<file path="src/rtl/branch_resolver.sv">
// Branch resolver: architectural NZCV flags, interlock against in-flight flag writers,
// handshake-driven conditional jump resolution and a 2-bit saturating branch-history table.
module branch_resolver #(
    parameter int         PC_W      = 16,
    parameter int         BHT_DEPTH = 16,
    parameter logic [1:0] CTR_INIT  = 2'b01,
    parameter int         PEND_MAX  = 3
) (
    input  logic            clk,
    input  logic            rst_n,
    input  logic            flag_we,
    input  logic [3:0]      flag_in,
    input  logic            flag_pend,
    input  logic            flush,
    input  logic            br_valid,
    output logic            br_ready,
    input  logic [PC_W-1:0] br_pc,
    input  logic [3:0]      br_cond,
    input  logic            br_is_jmp,
    input  logic            br_pred,
    input  logic [PC_W-1:0] fetch_pc,
    output logic            pred_taken,
    output logic            res_valid,
    output logic            res_taken,
    output logic            res_mispredict,
    output logic [PC_W-1:0] res_pc,
    output logic [3:0]      flags_out,
    output logic            flags_busy
);
    localparam int IDX_W  = $clog2(BHT_DEPTH);
    localparam int PEND_W = $clog2(PEND_MAX + 1);
    localparam logic [PEND_W-1:0] PEND_LIM = PEND_W'(PEND_MAX);

    // Condition encodings shared with the decoder.
    localparam logic [3:0] COND_JMP = 4'h0;
    localparam logic [3:0] COND_JEQ = 4'h1;
    localparam logic [3:0] COND_JNE = 4'h2;
    localparam logic [3:0] COND_JGE = 4'h3;
    localparam logic [3:0] COND_JLT = 4'h4;
    localparam logic [3:0] COND_JGT = 4'h5;
    localparam logic [3:0] COND_JLE = 4'h6;

    typedef enum logic [1:0] {IDLE, WAIT, EVAL} state_t;

    state_t            state_reg, state_next;
    logic [PEND_W-1:0] pend_reg, pend_next;
    logic [3:0]        flags_reg;
    logic [PC_W-1:0]   hold_pc_reg;
    logic [3:0]        hold_cond_reg;
    logic              hold_jmp_reg;
    logic              hold_pred_reg;
    logic              res_valid_reg, res_taken_reg, res_mis_reg;
    logic [PC_W-1:0]   res_pc_reg;
    logic [1:0]        bht_reg  [BHT_DEPTH];
    logic [1:0]        bht_next [BHT_DEPTH];

    logic              accept, eval_fire, cond_true, eval_taken, bht_we;
    logic [IDX_W-1:0]  upd_idx;
    logic [1:0]        ctr_cur, ctr_upd;
    logic              unused_fetch_hi;

    assign unused_fetch_hi = ^fetch_pc[PC_W-1:IDX_W];

    // A simultaneous issue and retire cancel; saturation at both ends is silent.
    always_comb begin
        pend_next = pend_reg;
        if (flag_pend && !flag_we && pend_reg != PEND_LIM)
            pend_next = pend_reg + PEND_W'(1);
        else if (flag_we && !flag_pend && pend_reg != '0)
            pend_next = pend_reg - PEND_W'(1);
    end

    always_comb begin
        accept     = br_valid && (state_reg == IDLE) && !flush;
        eval_fire  = (state_reg == EVAL) && !flush;
        state_next = state_reg;
        case (state_reg)
            IDLE: if (accept) state_next = (pend_next != '0) ? WAIT : EVAL;
            WAIT: if (pend_next == '0) state_next = EVAL;
            EVAL: state_next = IDLE;
            default: state_next = IDLE;
        endcase
        if (flush) state_next = IDLE;
    end

    always_comb begin
        cond_true = 1'b0;
        case (hold_cond_reg)
            COND_JMP: cond_true = 1'b1;
            COND_JEQ: cond_true = flags_reg[2];
            COND_JNE: cond_true = !flags_reg[2];
            COND_JGE: cond_true = (flags_reg[3] == flags_reg[0]);
            COND_JLT: cond_true = (flags_reg[3] != flags_reg[0]);
            COND_JGT: cond_true = !flags_reg[2] && (flags_reg[3] == flags_reg[0]);
            COND_JLE: cond_true = flags_reg[2] || (flags_reg[3] != flags_reg[0]);
            default:  cond_true = 1'b0;
        endcase
    end

    assign eval_taken = cond_true && hold_jmp_reg;
    assign bht_we     = eval_fire && hold_jmp_reg;
    assign upd_idx    = hold_pc_reg[IDX_W-1:0];
    assign ctr_cur    = bht_reg[upd_idx];

    always_comb begin
        ctr_upd = ctr_cur;
        if (eval_taken) begin
            if (ctr_cur != 2'b11) ctr_upd = ctr_cur + 2'b01;
        end else begin
            if (ctr_cur != 2'b00) ctr_upd = ctr_cur - 2'b01;
        end
    end

    generate
        for (genvar gi = 0; gi < BHT_DEPTH; gi++) begin : g_bht
            assign bht_next[gi] = (bht_we && upd_idx == IDX_W'(gi)) ? ctr_upd : bht_reg[gi];
        end
    endgenerate

    // Lookup reads the current array, so a same-cycle update is not visible yet.
    always_ff @(posedge clk or negedge rst_n) begin
        if (!rst_n) begin
            for (int i = 0; i < BHT_DEPTH; i++) bht_reg[i] <= CTR_INIT;
        end else begin
            bht_reg <= bht_next;
        end
    end

    always_ff @(posedge clk or negedge rst_n) begin
        if (!rst_n) begin
            state_reg     <= IDLE;
            pend_reg      <= '0;
            flags_reg     <= 4'b0000;
            hold_pc_reg   <= '0;
            hold_cond_reg <= 4'h0;
            hold_jmp_reg  <= 1'b0;
            hold_pred_reg <= 1'b0;
            res_valid_reg <= 1'b0;
            res_taken_reg <= 1'b0;
            res_mis_reg   <= 1'b0;
            res_pc_reg    <= '0;
        end else begin
            state_reg     <= state_next;
            pend_reg      <= pend_next;
            res_valid_reg <= eval_fire;
            if (flag_we) flags_reg <= flag_in;
            if (accept) begin
                hold_pc_reg   <= br_pc;
                hold_cond_reg <= br_cond;
                hold_jmp_reg  <= br_is_jmp;
                hold_pred_reg <= br_pred;
            end
            if (eval_fire) begin
                res_taken_reg <= eval_taken;
                res_mis_reg   <= (eval_taken != hold_pred_reg);
                res_pc_reg    <= hold_pc_reg;
            end
        end
    end

    assign br_ready       = (state_reg == IDLE);
    assign pred_taken     = bht_reg[fetch_pc[IDX_W-1:0]][1];
    assign res_valid      = res_valid_reg;
    assign res_taken      = res_taken_reg;
    assign res_mispredict = res_mis_reg;
    assign res_pc         = res_pc_reg;
    assign flags_out      = flags_reg;
    assign flags_busy     = (pend_reg != '0);
endmodule

</file>
<file path="config.mk">
export PLATFORM = sky130hd
export DESIGN_NAME = branch_resolver
export DESIGN_NICKNAME = d
export VERILOG_FILES = /design/src/rtl/branch_resolver.sv
export SDC_FILE = /design/constraint.sdc
export NUM_CORES = 1
export LEC_CHECK = 0
export BUFFER_PORTS_ARGS = -buffer_cell sky130_fd_sc_hd__buf_2
export CELL_PAD_IN_SITES_DETAIL_PLACEMENT = 1
export CELL_PAD_IN_SITES_GLOBAL_PLACEMENT = 1
export CORE_AREA = 2 2 124 78
export DETAILED_ROUTE_END_ITERATION = 7
export DIE_AREA = 0 0 126 80
export PLACE_DENSITY_LB_ADDON = 0.3
export SLEW_MARGIN = 20
export SYNTH_ARGS = -nofsm -noshare
export SYNTH_HDL_FRONTEND = slang
export SYNTH_SLANG_ARGS = --single-unit
</file>
<file path="constraint.sdc">
create_clock -name clk -period 2.7 [get_ports clk]
set_clock_uncertainty 0.15 [all_clocks]
set_input_delay 0.27 -clock clk [delete_from_list [all_inputs] [get_ports clk]]
set_output_delay 0.27 -clock clk [all_outputs]
set_load 0.05 [all_outputs]
</file>
Word-level counts from Yosys, hierarchy flattened
Cells that the tools add are included.
Widths: inputs -> output; s select.
{ "word_totals": {"reg_bits": 81, "inputBits": 48, "output_inout_bits": 26} }
{ "op_classes": {"addsub": 4, "order_cmp": 2, "n_eq_ne": 30, "n_mux": 17, "bitwise": 2, "n_reduce_logical": 39} }
{ "ops": {"columns": ["cell", "n"], "rows": [
  ["$eq 4x4->1 const B", 8],
  ["$eq 4x3->1 const B", 7],
  ["$logic_and 1x1->1", 26],
  ["$mux 2", 13],
  ["$bmux 2 s4", 2],
  ["$eq 4x2->1 const B", 4],
  ["$ge 5x5->1 const B", 2],
  ["$not 4->5", 2],
  ["$eq 4x1->1 const B", 2],
  ["$logic_not 4->1", 2],
  ["$pmux 1 s7", 1],
  ["$reduce_bool 2->1", 3],
  ["$add 2x1->2 const B", 2],
  ["$logic_not 1->1", 4],
  ["$logic_not 2->1", 2],
  ["$ne 2x2->1 const B", 2],
  ["$pmux 2 s2", 1],
  ["$sub 2x1->2 const B", 2],
  ["$ne 3x2->1 const B", 1],
  ["$ne 3x3->1 const B", 1],
  ["$eq 2x1->1 const B", 1],
  ["$eq 2x2->1 const B", 1],
  ["$ne 1x1->1", 2],
  ["$reduce_and 2->1", 1],
  ["2 further kinds", 2]
]} }

Longest topological paths before layout
{ "depth": {"word_depth": 10, "ltp_mapped": 9, "depth_no_buf": 8} }

Worst setup path after synthesis
No wires, ideal clock.
{ "synth_path": {"path_type": "reg-to-reg", "startpoint": "reg hold_pc_reg[1]", "endpoint": "reg bht_reg[17] in the netlist's numbering", "setup_time_ps": 125, "arrival_time_ps": 2085, "t_required_ps": 2425, "setup_slack_ps": 341, "path_stages_with_launch": 9, "n_path_buf": 3, "period_less_slack_ps": 2359, "cell_sequence": "dfrtp_1 -> clkbuf_1 -> clkbuf_1 -> mux4_2 -> nand2_1 -> nand3_2 -> maj3_2 -> buf_6 -> mux2_2"} }
{ "synth_between": {"elab_chain_cells": 7} }
{ "synth_lines": {"columns": ["element", "line_no", "rtl"], "rows": [
  ["start, declared", "48", "logic [PC_W-1:0] hold_pc_reg;"],
  ["start signal, assigned", "148", "hold_pc_reg <= br_pc;"],
  ["$not 4->5 (implied by the code)", "103", "assign ctr_cur = bht_reg[upd_idx];"],
  ["$bmux 2 s4", "103", null],
  ["$mux 2 (implied by the code) (2 in a row)", "103", null],
  ["$sub 2x1->2 (tied with other cells)", "110", "if (ctr_cur != 2'b00) ctr_upd = ctr_cur - 2'b01;"],
  ["$mux 2, on equally long branches", "110, 108", null],
  ["$mux 2", "107", "if (eval_taken) begin"],
  ["end signal, assigned", "125", "bht_reg <= bht_next;"],
  ["end, declared", "54", "logic [1:0] bht_reg [BHT_DEPTH];"]
]} }
Several ways; a longest one is shown, not always the timed one. The select of a mux whose other input is x is not followed.
A chain may end at the register's enable or synchronous reset.

Worst setup path after layout
{ "layout_path": {"startpoint": "reg hold_pc_reg[0]", "endpoint": "reg bht_reg[5] in the netlist's numbering"} }
The elaborated chain is that of the path after synthesis.

==> flow_metrics.env <==
export IMPL_cts_htree_levels=3
export IMPL_arrival_ns=2.58
export IMPL_insertedDiodeCount=0
export IMPL_busiest_layer="met2"
export IMPL_synthFlopType="dfrtp_1"
export IMPL_clk_pin_slew_worst_paths_ns=0.06
export IMPL_final_hold_violation_count=0
export IMPL_relSlewSlack_pct=33.0
export IMPL_die_area_mm2=0.0101
export IMPL_dp_hpwl_um=6300
export IMPL_drt_total_wl_um=8760
export IMPL_syn_nets=369
export IMPL_numPortBuffers=61
export IMPL_grt_use_met1_pct=25.5
export IMPL_grt_max_degree=80
export IMPL_power_leakage_nw=2.08
export IMPL_synthToLayoutAreaGrowth_pct=20.8
export IMPL_fillerInstances=980
export IMPL_setup_tns_ns=0
export IMPL_worstSkewPairLatency_ns=0.34
export IMPL_power_per_cell_area_mw_per_mm2=1020
export IMPL_post_route_util_pct=50.4
export IMPL_syn_instance_count=319
export IMPL_min_path_type="input pin to register"
export IMPL_track_usage_pct=19.1
export IMPL_finalCritPeriodShare_pct=93.0
export IMPL_layout_drive_gt1_share_pct=42.5
export IMPL_max_freq_ghz=0.398
export IMPL_initial_core_util_pct=41.7
export IMPL_synth_distinct_cells=33
export IMPL_dieWidth_um=126
export IMPL_drt_antenna_violating_nets=0
export IMPL_drtIter0Drc=88
export IMPL_wl_per_cell_um=17.0
export IMPL_syn_area_mm2=0.00372
export IMPL_dp_cells=495
export IMPL_critPathRequiredTime_ns=2.77
export IMPL_instances_no_fill=514
export IMPL_grt_setup_unrepaired="no"
export IMPL_finalInstanceArea_mm2=0.00449
export IMPL_met3_usage_pct=4.96
export IMPL_synthArstFlopShare_pct=100
export IMPL_synth_edf_count=0
export IMPL_largest_reg_flops=32
export IMPL_cts_buffers=9
export IMPL_cts_sinks=81
export IMPL_worstSetupStartpointType="register"
export IMPL_core_area_mm2=0.00892
export IMPL_max_vdd_ir_drop_mv=0.485
export IMPL_worstMarginPinSlew_ns=1.00
export IMPL_ios=74
export IMPL_route_detailed_drc=0
export IMPL_grt_overflow=0
export IMPL_tritoncts="yes"
export IMPL_outcome="finished clean"
export IMPL_use_met2_pct=31.2
export IMPL_setup_viol=0
export IMPL_min_period_ns=2.51
export IMPL_clockRootBuffer="clkbuf_16"
export IMPL_seq_area_frac_synth_pct=55.0
export IMPL_worstSetupPathType="register to register"
export IMPL_fin_nets=443
export IMPL_place_gp_congestion=0.824
export IMPL_synth_seq_cells=81
export IMPL_clockBufferDepth=2
export IMPL_die_y_um=80
export IMPL_first_pass_iters=4
export IMPL_worst_hold_slack_ns=0.0124
export IMPL_grt_first_pass_wirelength_um=14800
export IMPL_slew_violations=0
export IMPL_vias=2604
export IMPL_cap_violations=0
export IMPL_antenna_found_initial=0
export IMPL_cp_end_kind="register"
export IMPL_first_global_vias=2883
export IMPL_yosysWarningCount=0
export IMPL_syn_area_per_cell_um2=11.7
export IMPL_crit_fanout=16
export IMPL_placed_cell_area_mm2=0.00420
export IMPL_row_count=27
export IMPL_viasPerCell=5.07
[metrics by stage]
stage                     worst slack (ns)  power, mW
after floorplan                      0.341       2.96
after global placement              0.0823       3.39
after detailed placement            0.0474       3.46
after CTS                           0.0339       4.59
after global routing                0.0543       4.83
final                                0.188       4.57
[repair_timing]
item / CTS / global route
gates resized for setup: 0 / 1
buffers inserted: 0 / 2
endpoints found under the setup margin: 0 / 29
hold buffers: 1 / 0
endpoints found under the hold margin: 43 / 0
[cell families after synthesis]
family                   share of synthesized area (%)
buffers and inverters                             2.66
AO/OA/AOI/OAI                                     4.41
AND/OR/NAND/NOR                                   14.5
adder cells (fa/ha/maj)                          0.976
flip-flops                                        55.0
multiplexers                                      21.7
XOR/XNOR                                         0.707
[Yosys cell counts, types with 5 or more instances]
library cell	count	area (um^2)
clkbuf_1	9	33.8
o21ai_0	18	90.1
mux4_2	13	293
dfrtp_1	65	1630
dfstp_2	16	420
nand3_1	7	35.0
nor2_1	12	45.0
mux2_2	44	495
inv_1	5	18.8
nand2_1	82	308
nor2b_1	10	62.6
nor3_1	5	25.0
[placed cells by master (no fill, tap or decap), drive strengths merged]
master,n
clkinv,3
dfstp,16
a21oi,3
a22oi,2
nand2,82
dlygate4sd3,1
nor2,12
o21ai,19
nor2b,10
and3,2
and2,1
nand2b,3
inv,5
o2bb2ai,1
nor3,5
a2bb2oi,1
mux2,44
nor4b,1
nand3,8
ha,2
a31oi,2
buf,76
mux4,13
clkbuf,11
clkinvlp,3
maj3,1
dfrtp,65
nand4,1
mux2i,2
xnor2,3
[layer usage]
| layer | routed length (um) | share of wire, % | up-vias |
|---|---|---|---|
| met5 | 0 | 0 | - |
| met2 | 4120 | 47 | 32 |
| met4 | 74 | 0.84 | 0 |
| met1 | 4310 | 49 | 1325 |
| li1 | - | - | 1241 |
| met3 | 264 | 3.0 | 6 |
[critical path, cell delays in order (launching register included)]
cell	delay, ns
dfrtp_2	0.47
buf_4	0.15
mux4_2	0.51
a22oi_2	0.23
nand3_2	0.11
maj3_2	0.45
mux2_2	0.32
[power by group]
part           internal [mW]  total, mW  switching, mW  leakage, nW
Combinational          0.591       1.65           1.06        0.966
Sequential              1.54       1.81          0.275        0.989
Clock                  0.620       1.10          0.485        0.122
[path summary, 6_finish.rpt]
path | to | cells past startpoint | slack [ns] | start
worst min-delay path | hold_pc_reg[9] | 2 | 0.01 | br_pc[9]
min in group asynchronous | hold_pc_reg[13] | 2 | 0.50 | rst_n
worst min register to register | res_pc[14] | 2 | 0.32 | hold_pc_reg[14]
max in group asynchronous | bht_reg[30] | 3 | 1.15 | rst_n
worst max register to register | bht_reg[5] | 6 | 0.19 | hold_pc_reg[0]
worst max-delay path | bht_reg[5] | 6 | 0.19 | hold_pc_reg[0]
[layout make-up]
type / count / area (um^2) / share of cell area (%)
inverters: 6 / 22.5 / 0.502
multi-input cells: 218 / 1580 / 35.2
clock inverters: 5 / 32.5 / 0.724
repair buffers: 77 / 430 / 9.58
flip-flops and latches: 81 / 2050 / 45.6
well taps: 116 / 145 / 3.23
clock buffers: 11 / 233 / 5.18
No activity file was read; power rests on OpenSTA's default activity.
